**config.mk**
```make
export PLATFORM = sky130hd
export DESIGN_NAME = dmem_initiator
export DESIGN_NICKNAME = d
export VERILOG_FILES = /design/src/rtl/mem_pkg.sv /design/src/rtl/mem_lane_align.sv /design/src/rtl/dmem_initiator.sv
export SDC_FILE = /design/constraint.sdc
export NUM_CORES = 1
export LEC_CHECK = 0
export ABC_AREA = 1
export ABC_CLOCK_PERIOD_IN_PS = 2600
export CORE_MARGIN = 2
export CORE_UTILIZATION = 35
export CTS_BUF_LIST = sky130_fd_sc_hd__clkbuf_8
export DETAILED_ROUTE_END_ITERATION = 8
export PLACE_DENSITY = 0.71
export SKIP_LAST_GASP = 1
export SYNTH_ARGS = -nofsm -noshare
export SYNTH_HDL_FRONTEND = slang
export SYNTH_HIERARCHICAL = 1
export SYNTH_SLANG_ARGS = --single-unit
```
**constraint.sdc**
```tcl
create_clock -name clk -period 2.6 [get_ports clk]
set_input_delay 0.39 -clock clk [delete_from_list [all_inputs] [get_ports clk]]
set_output_delay 0.39 -clock clk [all_outputs]
set_load 0.01 [all_outputs]
```
**src/rtl/mem_pkg.sv**
```systemverilog
// Shared definitions for the data-memory initiator and its lane aligner:
// size codes, FSM state encoding, default read timeout and alignment check.
package mem_pkg;

  localparam logic [1:0] SZ_B = 2'b00;
  localparam logic [1:0] SZ_H = 2'b01;
  localparam logic [1:0] SZ_W = 2'b10;

  localparam int TIMEOUT_DEF = 15;

  typedef enum logic [1:0] {
    ST_IDLE  = 2'b00,
    ST_READ  = 2'b01,
    ST_WRITE = 2'b10,
    ST_DONE  = 2'b11
  } state_e;

  // Reserved size 2'b11 is handled as a word.
  function automatic logic is_misaligned(input logic [1:0] size, input logic [1:0] offset);
    logic bad;
    case (size)
      SZ_B:    bad = 1'b0;
      SZ_H:    bad = offset[0];
      default: bad = (offset != 2'b00);
    endcase
    return bad;
  endfunction

endpackage

```
**src/rtl/mem_lane_align.sv**
```systemverilog
// Little-endian lane steering: store byte-enables and lane replication,
// load lane selection with sign/zero extension. Purely combinational.
module mem_lane_align
  import mem_pkg::*;
(
  input  logic [1:0]  size_i,
  input  logic [1:0]  offset_i,
  input  logic        is_signed_i,
  input  logic [31:0] st_data_i,
  input  logic [31:0] ld_word_i,
  output logic [3:0]  st_be_o,
  output logic [31:0] st_word_o,
  output logic [31:0] ld_data_o
);

  logic [7:0]  byte_s;
  logic [15:0] half_s;

  // Steer store data onto lanes and pull the addressed lane out of a load word.
  always_comb begin
    st_be_o   = 4'b0000;
    st_word_o = 32'h0000_0000;
    ld_data_o = 32'h0000_0000;
    byte_s    = 8'h00;
    half_s    = 16'h0000;
    case (size_i)
      SZ_B: begin
        st_be_o   = 4'b0001 << offset_i;
        st_word_o = {4{st_data_i[7:0]}};
        case (offset_i)
          2'd0:    byte_s = ld_word_i[7:0];
          2'd1:    byte_s = ld_word_i[15:8];
          2'd2:    byte_s = ld_word_i[23:16];
          default: byte_s = ld_word_i[31:24];
        endcase
        ld_data_o = {{24{is_signed_i & byte_s[7]}}, byte_s};
      end
      SZ_H: begin
        st_be_o   = offset_i[1] ? 4'b1100 : 4'b0011;
        st_word_o = {2{st_data_i[15:0]}};
        if (offset_i[1]) begin
          half_s = ld_word_i[31:16];
        end else begin
          half_s = ld_word_i[15:0];
        end
        ld_data_o = {{16{is_signed_i & half_s[15]}}, half_s};
      end
      default: begin
        st_be_o   = 4'b1111;
        st_word_o = st_data_i;
        ld_data_o = ld_word_i;
      end
    endcase
  end

endmodule

```
**src/rtl/dmem_initiator.sv**
```systemverilog
// Data-memory initiator: turns MEM-stage load/store requests into word accesses
// on the responder port, waits on its busy/ready handshake and returns the result.
module dmem_initiator
  import mem_pkg::*;
#(
  parameter int AW      = 7,
  parameter int TIMEOUT = TIMEOUT_DEF
) (
  input  logic          clk,
  input  logic          rst,
  input  logic          req_valid,
  input  logic          req_write,
  input  logic [1:0]    req_size,
  input  logic          req_signed,
  input  logic [31:0]   req_addr,
  input  logic [31:0]   req_wdata,
  output logic          stall,
  output logic          resp_valid,
  output logic [31:0]   resp_rdata,
  output logic          misalign,
  output logic          timeout,
  output logic          mem_re,
  output logic [3:0]    mem_we,
  output logic [AW-1:0] mem_addr,
  output logic [31:0]   mem_wdata,
  input  logic [31:0]   mem_rdata,
  input  logic          mem_dready
);

  state_e        state_q;
  logic [3:0]    cnt_q;
  logic          seen_busy_q;
  logic [1:0]    size_q;
  logic [1:0]    offset_q;
  logic          signed_q;
  logic          resp_valid_q;
  logic [31:0]   resp_rdata_q;
  logic          misalign_q;
  logic          timeout_q;
  logic          mem_re_q;
  logic [3:0]    mem_we_q;
  logic [AW-1:0] mem_addr_q;
  logic [31:0]   mem_wdata_q;

  logic [1:0]    la_size_s;
  logic [1:0]    la_offset_s;
  logic          la_signed_s;
  logic [3:0]    la_be_s;
  logic [31:0]   la_wword_s;
  logic [31:0]   la_rdata_s;
  logic          unused_addr_s;

  assign unused_addr_s = ^req_addr[31:AW+2];

  // In IDLE the aligner sees the live request; during a read it sees the latched one.
  always_comb begin
    if (state_q == ST_IDLE) begin
      la_size_s   = req_size;
      la_offset_s = req_addr[1:0];
      la_signed_s = req_signed;
    end else begin
      la_size_s   = size_q;
      la_offset_s = offset_q;
      la_signed_s = signed_q;
    end
  end

  mem_lane_align u_align (
    .size_i      (la_size_s),
    .offset_i    (la_offset_s),
    .is_signed_i (la_signed_s),
    .st_data_i   (req_wdata),
    .ld_word_i   (mem_rdata),
    .st_be_o     (la_be_s),
    .st_word_o   (la_wword_s),
    .ld_data_o   (la_rdata_s)
  );

  // Pipeline hold: only DONE releases a request that IDLE has seen.
  always_comb begin
    case (state_q)
      ST_IDLE:  stall = req_valid;
      ST_READ:  stall = 1'b1;
      ST_WRITE: stall = 1'b1;
      default:  stall = 1'b0;
    endcase
  end

  // Access sequencer with registered memory-side and response outputs.
  always_ff @(posedge clk) begin
    if (!rst) begin
      state_q      <= ST_IDLE;
      cnt_q        <= 4'd0;
      seen_busy_q  <= 1'b0;
      size_q       <= 2'b00;
      offset_q     <= 2'b00;
      signed_q     <= 1'b0;
      resp_valid_q <= 1'b0;
      resp_rdata_q <= 32'h0000_0000;
      misalign_q   <= 1'b0;
      timeout_q    <= 1'b0;
      mem_re_q     <= 1'b0;
      mem_we_q     <= 4'b0000;
      mem_addr_q   <= '0;
      mem_wdata_q  <= 32'h0000_0000;
    end else begin
      case (state_q)
        ST_IDLE: begin
          if (req_valid) begin
            if (is_misaligned(req_size, req_addr[1:0])) begin
              misalign_q   <= 1'b1;
              resp_valid_q <= 1'b1;
              resp_rdata_q <= 32'h0000_0000;
              state_q      <= ST_DONE;
            end else if (req_write) begin
              mem_we_q    <= la_be_s;
              mem_addr_q  <= req_addr[AW+1:2];
              mem_wdata_q <= la_wword_s;
              state_q     <= ST_WRITE;
            end else begin
              mem_re_q    <= 1'b1;
              mem_addr_q  <= req_addr[AW+1:2];
              size_q      <= req_size;
              offset_q    <= req_addr[1:0];
              signed_q    <= req_signed;
              cnt_q       <= 4'd0;
              seen_busy_q <= 1'b0;
              state_q     <= ST_READ;
            end
          end else begin
            state_q <= ST_IDLE;
          end
        end
        ST_READ: begin
          cnt_q       <= cnt_q + 4'd1;
          seen_busy_q <= seen_busy_q | mem_dready;
          // Busy must have been seen high before a low level counts as ready.
          if (seen_busy_q && !mem_dready) begin
            resp_rdata_q <= la_rdata_s;
            mem_re_q     <= 1'b0;
            resp_valid_q <= 1'b1;
            state_q      <= ST_DONE;
          end else if (cnt_q == 4'(TIMEOUT - 1)) begin
            resp_rdata_q <= 32'h0000_0000;
            mem_re_q     <= 1'b0;
            timeout_q    <= 1'b1;
            resp_valid_q <= 1'b1;
            state_q      <= ST_DONE;
          end else begin
            state_q <= ST_READ;
          end
        end
        ST_WRITE: begin
          mem_we_q     <= 4'b0000;
          resp_rdata_q <= 32'h0000_0000;
          resp_valid_q <= 1'b1;
          state_q      <= ST_DONE;
        end
        ST_DONE: begin
          resp_valid_q <= 1'b0;
          resp_rdata_q <= 32'h0000_0000;
          misalign_q   <= 1'b0;
          timeout_q    <= 1'b0;
          state_q      <= ST_IDLE;
        end
        default: begin
          state_q <= ST_IDLE;
        end
      endcase
    end
  end

  assign resp_valid = resp_valid_q;
  assign resp_rdata = resp_rdata_q;
  assign misalign   = misalign_q;
  assign timeout    = timeout_q;
  assign mem_re     = mem_re_q;
  assign mem_we     = mem_we_q;
  assign mem_addr   = mem_addr_q;
  assign mem_wdata  = mem_wdata_q;

endmodule

```
==> run_results.csv <==
group,metric,value,unit
finish,antennaDiodeCount,0,
global_route,grt_usage,0.1943,
logic_synthesis,yosys-top-cells-area,"dfxtp_1 36%, nand2_1 19%, nand3_1 11%, nor2_1 7.2%, a21oi_1 6.1%",
finish,final_util,0.4892,
placed_design,io_buffers,160,
cts,cts_sinks,91,
logic_synthesis,ys_ff_latch,91,
timing,hold_viol,0,
cts,cts_tree,"done",
worst_setup_path,setup.worst_path.start_class,"flop",
timing,tightest_slew,1.067,ns
cts,cts.root.buffer_cell,"clkbuf_8",
global_route,grt_max_degree,54,
global_route,first_global_vias,5045,
timing,fin_skew,0.01230,ns
die,start_util,0.3557,
die,fp.dieArea,0.01564,mm^2
worst_setup_path,arrival,2.67,ns
worst_setup_path,worstReg2RegEnd,"resp_rdata[22]$_SDFFE_PN0P_",
die,io_pins,184,
logic_synthesis,netlist_instances,818,
die,rows,44,
power,ir_worst_vdd,0.3926,mV
power,power_density,601.6,mW/mm^2
worst_hold_path,hp-class,"reg2reg",
global_route,antenna_found_initial,0,
logic_synthesis,synth_seq_area_share,0.3551,
worst_setup_path,crit_fanout,12,
global_route,grt_pass1_wl,24.81,mm
die,fp.coreArea,0.01442,mm^2
route,drc,0,
outcome,status,"complete, no violations",
logic_synthesis,synth_ff_type,"dfxtp_1",
finish,final_common_cell,"nand2_1",
logic_synthesis,yosysTopAreaCell,"dfxtp_1",
timing,fin_tns_setup,0,ns
die,fp.dieH,125.1,um
route,drt_iter0_drc,293,
timing,setup_viol,0,
worst_setup_path,r2r-start,"state_q[0]$_SDFF_PN0_",
timing,period_needed,2.345,ns
finish,final_nets,1065,
cts,cts_buffers,9,
cts,clk-insertion-delay-late,0.39,ns
logic_synthesis,synth_top_area_share,0.3551,
worst_setup_path,r2r_cells,15,
die,die_x,125.1,um
route,drt-total-wl,15.30,mm
placed_design,hpwl,10.99,mm
global_route,grt_overflow_total,0,
finish,layout_common_cells,"266 x nand2_1, 158 x clkdlybuf4s50_1, 108 x nand3_1",
logic_synthesis,synth.avg_cell_area,6.271,um^2
timing,timing.final.crit_share,0.9021,
timing,rsz0062_at_grt,"no",
run,drv_cap,0,
worst_setup_path,crit_type,"reg2reg",
logic_synthesis,synth-edff-count,0,
finish,area_growth,37.56,%
worst_hold_path,min-delay-start,"seen_busy_q$_SDFFE_PN0P_",
route,vias_per_cell,4.785,
worst_setup_path,critPathRequiredTime,2.92,ns
cts,clockBufferDepth,2,
logic_synthesis,ys_async_sr_fraction,0,
route,wire_per_inst,13.38,um
worst_hold_path,hold_depth,2,
route,vias,5469,
timing,relSlewSlack,0.2844,
worst_hold_path,min_to,"seen_busy_q$_SDFFE_PN0P_",
worst_setup_path,reg2reg_slack,0.25,ns
route,dr.pass1.iters,4,
logic_synthesis,yosys.cell_types.count,29,
cts,htreeDepth,3,
cts,clk_pin_slew,0.10,ns
route,ant_nets,0,
worst_setup_path,cp-end-kind,"flop",
power,p_leak,3.093,nW
finish,drive_gt1_frac,0.07195,
timing,drv_slew,0,
placed_design,place_congestion,0.8633,
logic_synthesis,syn-cell-area,0.005130,mm^2
timing,fmax,0.4264,GHz
logic_synthesis,ys_warn_count,6,
logic_synthesis,syn-num-nets,928,
## power by group
group | leakage, nW | total [mW] | internal [mW] | switching [mW]
registers | 0.744 | 1.63 | 1.54 | 0.0804
logic | 2.25 | 1.61 | 0.711 | 0.898
clock network | 0.0974 | 1.01 | 0.490 | 0.521
## timing repair
action | CTS | global route
buffers inserted | 0 | 1
resized for setup | 0 | 6
endpoints found under the setup margin | 0 | 33
hold buffers | 0 | 0
## kinds of logic (layout without fill, tap and decap cells)
family	count (synthesis)	after routing	share of synthesized area
simple gates	502	503	0.4229
fa+ha+maj	6	6	0.01463
compound gates	98	98	0.09805
buf+inv	120	260	0.1076
flops	91	91	0.3551
xor+xnor	1	1	0.001708
## cell type report
| class | count | area [um^2] |
|---|---|---|
| Fill cell | 1452 | 7367 |
| Multi-Input combinational cell | 608 | 2795 |
| Sequential cell | 91 | 1822 |
| Timing Repair Buffer | 179 | 1754 |
| Inverter | 66 | 254.0 |
| Tap cell | 184 | 230.2 |
| Clock buffer | 11 | 151.4 |
| Clock inverter | 4 | 50.05 |
## synthesized netlist by cell type (10+ instances only)
cell type	count
a21oi_1	63
buf_2	13
buf_4	10
clkbuf_1	23
dfxtp_1	91
inv_1	63
nand2_1	266
nand3_1	109
nand3_2	12
nor2_1	99
o21ai_0	29
## metrics by stage
stage                     hold slack (ns)  power (mW)  instances  area [um^2]  setup WS [ns]
after floorplan                    0.4256       2.626        818         5130         0.2190
after global placement             0.4333       3.234       1126         6822         0.1365
after detailed placement           0.4419       3.250       1126         6822        0.09694
after CTS                          0.4567       4.277       1141         7023        0.09620
after global routing               0.4820       4.546       1143         7057        0.02318
final                              0.4521       4.245       1143         7057         0.2547
## worst max-delay path by stage
| stage | start | end | slack, ns |
|---|---|---|---|
| global placement | req_size[0] | mem_wdata[31]$_SDFFE_PN0P_ | 0.14 |
| global route | state_q[0]$_SDFF_PN0_ | resp_rdata[20]$_SDFFE_PN0P_ | 0.02 |
| detailed placement | req_size[0] | mem_wdata[31]$_SDFFE_PN0P_ | 0.1 |
| CTS | state_q[0]$_SDFF_PN0_ | resp_rdata[8]$_SDFFE_PN0P_ | 0.1 |
| floorplan | state_q[0]$_SDFF_PN0_ | resp_rdata[16]$_SDFFE_PN0P_ | 0.22 |
| finish | state_q[0]$_SDFF_PN0_ | resp_rdata[22]$_SDFFE_PN0P_ | 0.25 |
## critical path: stages, from the launching register on
cell        delay, ns
dfxtp_1          0.34
inv_1            0.08
ha_2             0.22
clkinvlp_4       0.18
nand2_1          0.09
o21ai_1          0.06
buf_4            0.19
nand2_4          0.13
nand2_1          0.09
nand2_1          0.21
nand3_4          0.25
nand3_1          0.14
nand2_1          0.06
nand3_1          0.09
nand2_1          0.05
nor2_1           0.09
## sequential cells by signal (all words and copies together) (netlist names)
signal,cells
mem_wdata,32
resp_rdata,32
mem_addr,7
cnt_q,4
mem_we,4
offset_q,2
size_q,2
state_q,2
mem_re,1
misalign,1
resp_valid,1
seen_busy_q,1
signed_q,1
timeout,1
## metal layers
| metal | share of wire | track usage |
|---|---|---|
| met1 | 0.43 | 0.2331 |
| met2 | 0.45 | 0.3155 |
| met4 | 0.020 | 0.06340 |
| met5 | 0 | 0 |
| met3 | 0.098 | 0.08173 |
No activity file was read; power rests on OpenSTA's default activity.
